==> src/rtl/bitsync_lock_ctrl_pkg.sv <==
// Shared types and helpers for the bit-synchronizer lock supervisor.
// State encodings, counter width, saturating increment.
package bitsync_lock_ctrl_pkg;

  localparam int CW = 8;

  typedef enum logic [1:0] {
    ST_IDLE     = 2'd0,
    ST_RST_HOLD = 2'd1,
    ST_ACQUIRE  = 2'd2,
    ST_LOCKED   = 2'd3
  } state_e;

  function automatic logic [CW-1:0] sat_inc(
    input logic [CW-1:0] v
  );
    return (v == '1) ? v : v + CW'(1);
  endfunction

endpackage

==> src/rtl/bitsync_period_meter.sv <==
// Bit_Sync rising-edge detector and period meter.
// Emits an eval strobe per measured edge or timeout, plus good flag.
module bitsync_period_meter
  import bitsync_lock_ctrl_pkg::*;
#(
  parameter int SYM_PERIOD = 32,
  parameter int PER_TOL    = 2
) (
  input  logic          clk,
  input  logic          rst,
  input  logic          i_run,
  input  logic          i_bit_sync,
  output logic [CW-1:0] o_period,
  output logic          o_eval,
  output logic          o_good
);

  localparam logic [CW-1:0] TMO = CW'(2 * SYM_PERIOD - 1);
  localparam logic [CW-1:0] LO  = CW'(SYM_PERIOD - PER_TOL);
  localparam logic [CW-1:0] HI  = CW'(SYM_PERIOD + PER_TOL);

  logic          r_bs_q;
  logic          r_bs_qq;
  logic          r_armed;
  logic [CW-1:0] r_per_cnt;
  logic [CW-1:0] r_period;
  logic          w_edge;
  logic          w_tmo;
  logic          w_in;
  logic [CW-1:0] w_meas;

  assign w_edge = r_bs_q & ~r_bs_qq;
  // an edge on the timeout cycle wins
  assign w_tmo  = ~w_edge & (r_per_cnt == TMO);
  assign w_meas = sat_inc(r_per_cnt);
  assign w_in   = (w_meas >= LO) && (w_meas <= HI);

  always_ff @(posedge clk or posedge rst) begin
    if (rst) begin
      r_bs_q    <= 1'b0;
      r_bs_qq   <= 1'b0;
      r_armed   <= 1'b0;
      r_per_cnt <= '0;
      r_period  <= '0;
    end else begin
      r_bs_q  <= i_bit_sync;
      r_bs_qq <= r_bs_q;
      if (!i_run) begin
        r_per_cnt <= '0;
        r_armed   <= 1'b0;
      end else if (w_edge) begin
        r_per_cnt <= '0;
        r_armed   <= 1'b1;
        r_period  <= w_meas;
      end else if (w_tmo) begin
        r_per_cnt <= '0;
      end else begin
        r_per_cnt <= sat_inc(r_per_cnt);
      end
    end
  end

  assign o_period = r_period;
  assign o_eval   = i_run & ((w_edge & r_armed) | w_tmo);
  assign o_good   = w_edge & w_in;

endmodule

==> src/rtl/bitsync_lock_ctrl.sv <==
// Reset sequencer and lock supervisor for the bit synchronizer.
// Optional BITSYNC_LOCK_STATS_EN adds relock_cnt and adj_last outputs.
module bitsync_lock_ctrl
  import bitsync_lock_ctrl_pkg::*;
#(
  parameter int SYM_PERIOD = 32,
  parameter int PER_TOL    = 2,
  parameter int RST_CYCLES = 16,
  parameter int LOCK_CNT   = 8,
  parameter int ACQ_MAX    = 64,
  parameter int UNLOCK_CNT = 4,
  parameter int ADJ_WINDOW = 16,
  parameter int ADJ_MAX    = 12
) (
  input  logic       clk,
  input  logic       rst,
  input  logic       en,
  input  logic       bit_sync,
  input  logic       pd_bef,
  input  logic       pd_aft,
  output logic       sync_rst,
  output logic       locked,
  output logic       lock_lost,
  output logic [1:0] state,
  output logic [7:0] period
`ifdef BITSYNC_LOCK_STATS_EN
  ,
  output logic [7:0] relock_cnt,
  output logic [7:0] adj_last
`endif
);

  localparam logic [CW-1:0] RST_LAST = CW'(RST_CYCLES - 1);
  localparam logic [CW-1:0] LOCK_N   = CW'(LOCK_CNT);
  localparam logic [CW-1:0] ACQ_N    = CW'(ACQ_MAX);
  localparam logic [CW-1:0] UNL_N    = CW'(UNLOCK_CNT);
  localparam logic [CW-1:0] WIN_N    = CW'(ADJ_WINDOW);
  localparam logic [CW-1:0] ADJ_N    = CW'(ADJ_MAX);

  state_e        r_state;
  state_e        w_nxt;
  logic          r_sync_rst;
  logic          r_locked;
  logic          r_lock_lost;
  logic [CW-1:0] r_rst_cnt;
  logic [CW-1:0] r_good_cnt;
  logic [CW-1:0] r_acq_cnt;
  logic [CW-1:0] r_bad_cnt;
  logic [CW-1:0] r_win_cnt;
  logic [CW-1:0] r_adj_cnt;
  logic [CW-1:0] w_rst_n;
  logic [CW-1:0] w_good_n;
  logic [CW-1:0] w_acq_n;
  logic [CW-1:0] w_bad_n;
  logic [CW-1:0] w_win_n;
  logic [CW-1:0] w_adj_n;
  logic [CW-1:0] w_adj_tot;
  logic          w_run;
  logic          w_eval;
  logic          w_good;
  logic          w_loss;
  logic          w_wclose;

  assign w_run = en &
    ((r_state == ST_ACQUIRE) | (r_state == ST_LOCKED));

  bitsync_period_meter #(
    .SYM_PERIOD (SYM_PERIOD),
    .PER_TOL    (PER_TOL)
  ) u_meter (
    .clk        (clk),
    .rst        (rst),
    .i_run      (w_run),
    .i_bit_sync (bit_sync),
    .o_period   (period),
    .o_eval     (w_eval),
    .o_good     (w_good)
  );

  always_comb begin
    w_nxt     = r_state;
    w_rst_n   = r_rst_cnt;
    w_good_n  = r_good_cnt;
    w_acq_n   = r_acq_cnt;
    w_bad_n   = r_bad_cnt;
    w_win_n   = r_win_cnt;
    w_adj_n   = r_adj_cnt;
    w_loss    = 1'b0;
    w_wclose  = 1'b0;
    w_adj_tot = (pd_bef | pd_aft) ? sat_inc(r_adj_cnt)
                                  : r_adj_cnt;
    unique case (r_state)
      ST_IDLE: w_nxt = ST_RST_HOLD;
      ST_RST_HOLD: begin
        if (r_rst_cnt == RST_LAST) w_nxt = ST_ACQUIRE;
        else w_rst_n = sat_inc(r_rst_cnt);
      end
      ST_ACQUIRE: begin
        if (w_eval) begin
          w_good_n = w_good ? sat_inc(r_good_cnt) : '0;
          w_acq_n  = sat_inc(r_acq_cnt);
          // lock wins over retry on the same evaluation
          if (w_good_n == LOCK_N) w_nxt = ST_LOCKED;
          else if (w_acq_n == ACQ_N) w_nxt = ST_RST_HOLD;
        end
      end
      ST_LOCKED: begin
        w_adj_n = w_adj_tot;
        if (w_eval) begin
          w_bad_n = w_good ? '0 : sat_inc(r_bad_cnt);
          w_win_n = sat_inc(r_win_cnt);
          if (w_win_n == WIN_N) begin
            w_wclose = 1'b1;
            w_win_n  = '0;
            w_adj_n  = '0;
          end
          if ((w_bad_n == UNL_N) ||
              (w_wclose && (w_adj_tot > ADJ_N))) begin
            w_nxt  = ST_RST_HOLD;
            w_loss = 1'b1;
          end
        end
      end
      default: w_nxt = ST_IDLE;
    endcase
    // disable is a quiet exit: no loss pulse
    if (!en) begin
      w_nxt    = ST_IDLE;
      w_loss   = 1'b0;
      w_wclose = 1'b0;
    end
  end

  always_ff @(posedge clk or posedge rst) begin
    if (rst) begin
      r_state     <= ST_IDLE;
      r_sync_rst  <= 1'b1;
      r_locked    <= 1'b0;
      r_lock_lost <= 1'b0;
      r_rst_cnt   <= '0;
      r_good_cnt  <= '0;
      r_acq_cnt   <= '0;
      r_bad_cnt   <= '0;
      r_win_cnt   <= '0;
      r_adj_cnt   <= '0;
    end else begin
      r_state     <= w_nxt;
      r_sync_rst  <= (w_nxt == ST_IDLE) ||
                     (w_nxt == ST_RST_HOLD);
      r_locked    <= (w_nxt == ST_LOCKED);
      r_lock_lost <= w_loss;
      r_rst_cnt   <= (w_nxt == ST_RST_HOLD) ? w_rst_n : '0;
      r_good_cnt  <= (w_nxt == ST_ACQUIRE) ? w_good_n : '0;
      r_acq_cnt   <= (w_nxt == ST_ACQUIRE) ? w_acq_n : '0;
      r_bad_cnt   <= (w_nxt == ST_LOCKED) ? w_bad_n : '0;
      r_win_cnt   <= (w_nxt == ST_LOCKED) ? w_win_n : '0;
      r_adj_cnt   <= (w_nxt == ST_LOCKED) ? w_adj_n : '0;
    end
  end

  assign sync_rst  = r_sync_rst;
  assign locked    = r_locked;
  assign lock_lost = r_lock_lost;
  assign state     = r_state;

`ifdef BITSYNC_LOCK_STATS_EN
  logic [CW-1:0] r_relock;
  logic [CW-1:0] r_adj_last;

  always_ff @(posedge clk or posedge rst) begin
    if (rst) begin
      r_relock   <= '0;
      r_adj_last <= '0;
    end else begin
      if (w_loss) r_relock <= sat_inc(r_relock);
      if (w_wclose) r_adj_last <= w_adj_tot;
    end
  end

  assign relock_cnt = r_relock;
  assign adj_last   = r_adj_last;
`endif

endmodule
==> config.mk <==
export PLATFORM = sky130hd
export DESIGN_NAME = bitsync_lock_ctrl
export DESIGN_NICKNAME = d
export VERILOG_FILES = /design/src/rtl/bitsync_lock_ctrl_pkg.sv /design/src/rtl/bitsync_period_meter.sv /design/src/rtl/bitsync_lock_ctrl.sv
export SDC_FILE = /design/constraint.sdc
export NUM_CORES = 1
export LEC_CHECK = 0
export CAP_MARGIN = 15
export CORE_UTILIZATION = 45
export DETAILED_ROUTE_END_ITERATION = 10
export PLACE_DENSITY = 0.63
export SYNTH_ARGS = -nofsm -noshare
export SYNTH_HDL_FRONTEND = slang
export SYNTH_SLANG_ARGS = --single-unit
==> constraint.sdc <==
create_clock -name clk -period 3.44 [get_ports clk]
set_input_delay 0.86 -clock clk [delete_from_list [all_inputs] [get_ports clk]]
set_output_delay 0.86 -clock clk [all_outputs]
set_load 0.1 [all_outputs]
==> results.md <==
* Min Hold Slack at 0.434 ns
* Critical path endpoint category: register
* Switching share of power at 0.222
* Synthesized cell area at 4720 µm²
* Placer Congestion at 0.908
* Post-CTS Resized at 0
* Critical path buffers and inverters at 1
* Fraction of registers with async set/reset at 1.00
* Drt pass-1 iters at 5
* Worst Tran Pin Value at approximately 0.8 ns
* Metal1 wirelength at roughly 5200 µm
* Final Util at 0.507
* H-Tree Level Count at 3
* WL/cell at roughly 16 µm
* Internal power at approximately 1.2 mW
* Global route total overflow at 0
* Synth Warn # at 0
* Total CTS buffers at 9
* Diode count at 0
* Fin Setup TNS at 0 ns
* Clock power share at 0.403
* R2r startpoint: u_meter.r_per_cnt[0]
* Sequential area share after synthesis at 0.382
* Synth Net Count at approximately 550
* Routed via count at between 4,000 and 5,000
* R2r worst-path depth at 9
* Critical path, cell by cell: ha_1, and3_1, nand4_1, a211oi_2, nand4_2, o21ai_4, buf_4, nand3_1, nor3_1
* WL final at ~11,000 µm
* Comb power frac at 0.035
* Synth Flop Type: dfrtp_1
* Period utilization at 0.899
* Die Span X at ~100 µm
* Max Slew Vio Count at 0
* Met2 WL at ~5300 µm
* Hold depth at 0
* Skew final at 0.00857 ns
* Antenna Nets Post-Route at 0
* Vias in the first global route at between 3,000 and 4,000
* Root Driver: clkbuf_8
* Sw Pwr at between 0.3 and 0.4 mW
* Max-cap violations at 0
* Gr usage total at 0.212
* Sink Count at ~70
* Setup bufs post-CTS at 0
* Crit path required time at between 3 and 4 ns
* Max Root-Sink Buffers at 2
* Skew-Pair Late Insertion Delay at approximately 0.35 ns
* Layout cells sized above 1 at 0.127
* IO Pins at 19
* Count of flip-flops with a built-in enable after synthesis at 0
* Hold-fix buffers, CTS at 0
* Post-DP HPWL at around 7800 µm
* Unrepaired setup endpoints after global routing: no
* Cell leakage power at about 2.0 nW
* Final hold vios at 0
* Die area at roughly 11,000 µm²
* Fmax at about 0.32 GHz
* DRC errors left at 0
* Status: completed
* Met3 wire len at 380 µm
* Flop pwr share at 0.562
* HP Class: register to register
* Startpoint types: register
* Port bufs at 18
* Slowest cell on crit path: dfrtp_1
* Reg2reg setup slack at about 0.35 ns
* Largest net degree at the start of global routing at 54
* Final min period at 3.09 ns
* Row count at 37
* Max stage delay on crit path at ~0.48 ns
* Maximum VDD drop at between 0.15 and 0.2 mV
* R2r endpoint: r_bad_cnt[2]
* Top fanout value on the critical path at 19
* Yosys reg bits at 72
* First-pass GRT wire length at around 19,000 µm
* Initial antenna violation count at 0
* Setup Viol. Count Final at 0
* Core area at about 10,000 µm²
* Top layer in use: met4
* Layout area overhead at 9.92%
* Top cell family by delay on the critical path: simple AND/OR/NAND/NOR gates
* Hold_sp: u_meter.r_bs_q
* Nets@finish at around 560
* Slew HR at 0.481
* CTS tree: built
* Initial DRC Count at around 250
* Initial core utilization at 0.461
* Drt via density at just over 6
* Setup CP Type: register to register
* Post-Syn Area per Cell at 8.85 µm²
* Hold EP: u_meter.r_bs_qq
* Die height at between 100 and 150 µm
* Crit path arrival time at between 3 and 4 ns
* Netlist cell types at between 70 and 80
* Pwr dens at 293 nW/µm²
* Post-Synthesis Cells at roughly 530
* Clock Pin Slew Worst Setup and Hold Paths at 0.07 ns
## flip-flops by register name (all words and copies together), names as in the netlist
signal and cells:
lock_lost 1, r_bad_cnt 8, locked 1, u_meter.r_bs_qq 1, u_meter.r_bs_q 1, u_meter.r_armed 1
u_meter.r_per_cnt 8, r_good_cnt 8, r_adj_cnt 8, r_rst_cnt 8, r_acq_cnt 8, r_win_cnt 8
state 2, sync_rst 1, u_meter.o_period 8
## cells in the final DEF, fill, tap and decap left out, drive strengths merged, types with 8 or more instances in the layout
cell    instances
dfrtp          71
nand2          50
nor3           36
nor2           35
buf            30
o21ai          29
a21oi          28
nand3          26
and3           22
nand4          15
xnor2          14
clkbuf         14
inv            13
nor4           12
a31oi          11
and2            9
mux2i           9
o211ai          8
## per-layer routing
| metal | track usage | vias to the layer above |
|---|---|---|
| li1 | - | 2040 |
| met1 | 0.269 | 1994 |
| met3 | 0.0414 | 18 |
| met2 | 0.355 | 104 |
| met4 | 0.0776 | 0 |
| met5 | 0 | - |
## worst reg2reg max path, cell delays in order (launching register included)
cell and delay [ns]:
dfrtp_1 0.48, ha_1 0.35, and3_1 0.38, nand4_1 0.19, a211oi_2 0.47, nand4_2 0.20, o21ai_4 0.29, buf_4 0.33
nand3_1 0.16, nor3_1 0.16
## per-stage QoR
step	cells	worst slack, ns	area, µm²	total power [mW]
floorplan	533	0.687	4720	0.902
global placement	673	0.128	5010	0.925
detailed placement	673	0.0826	5010	0.926
CTS	687	0.407	5180	1.54
global route	687	0.0477	5180	1.58
finish	687	0.348	5180	1.52
## area by class of cell
class | count | area, µm²
clock buffers | 14 | 173
inverters | 13 | 48.8
repair buffers | 35 | 300
flip-flops and latches | 72 | 1800
fillers | 996 | 5050
well taps | 136 | 170
multi-input cells | 417 | 2690
## worst max-delay path by stage
| stage | start | end | slack [ns] | cells past startpoint |
|---|---|---|---|---|
| final | u_meter.r_per_cnt[0] | r_bad_cnt[2] | 0.35 | 9 |
| after global routing | u_meter.r_per_cnt[0] | r_bad_cnt[2] | 0.05 | 9 |
| after CTS | u_meter.r_per_cnt[0] | r_bad_cnt[2] | 0.41 | 9 |
| after detailed placement | pd_aft | r_bad_cnt[4] | 0.08 | 9 |
| after global placement | pd_aft | r_good_cnt[5] | 0.13 | 9 |
| after floorplan | state[1] | r_win_cnt[5] | 0.69 | 9 |
## synthesized netlist by cell type (4+ instances only)
cell type | n | area share
dfrtp_1 | 71 | 0.38
nand2_1 | 49 | 0.039
nor2_1 | 35 | 0.028
nor3_1 | 34 | 0.036
a21oi_1 | 28 | 0.030
o21ai_0 | 28 | 0.030
nand3_1 | 26 | 0.028
and3_1 | 22 | 0.029
nand4_1 | 14 | 0.019
xnor2_1 | 14 | 0.026
clkbuf_1 | 12 | 0.0095
inv_1 | 12 | 0.0095
nor4_1 | 12 | 0.016
a31oi_1 | 11 | 0.015
and2_1 | 9 | 0.012
mux2i_1 | 9 | 0.019
buf_2 | 8 | 0.0085
o211ai_1 | 8 | 0.013
ha_1 | 7 | 0.019
o2111ai_1 | 7 | 0.013
xor2_1 | 7 | 0.013
buf_6 | 6 | 0.014
nand2b_1 | 6 | 0.0080
nand3b_1 | 5 | 0.0080
o22ai_1 | 5 | 0.0066
buf_4 | 4 | 0.0064
nor2b_1 | 4 | 0.0053
nor3b_1 | 4 | 0.0064
o31a_1 | 4 | 0.0074
## cells by family after synthesis
family | share of synthesized area
AND/OR/NAND/NOR | 0.290
AO/OA/AOI/OAI | 0.194
flip-flops | 0.382
buffers and inverters | 0.0499
XOR/XNOR | 0.0390
multiplexers | 0.0263
adder cells (fa/ha/maj) | 0.0186
## power by group through the flow
| stage | combinational (mW) | sequential (mW) | clock (mW) |
|---|---|---|---|
| after floorplan | 0.0280 | 0.874 | 0 |
| after global placement | 0.0539 | 0.871 | 0 |
| after detailed placement | 0.0551 | 0.871 | 0 |
| after CTS | 0.0551 | 0.855 | 0.634 |
| after global routing | 0.0605 | 0.855 | 0.667 |
| final | 0.0533 | 0.855 | 0.612 |
No activity file was read; power rests on OpenSTA's default activity.
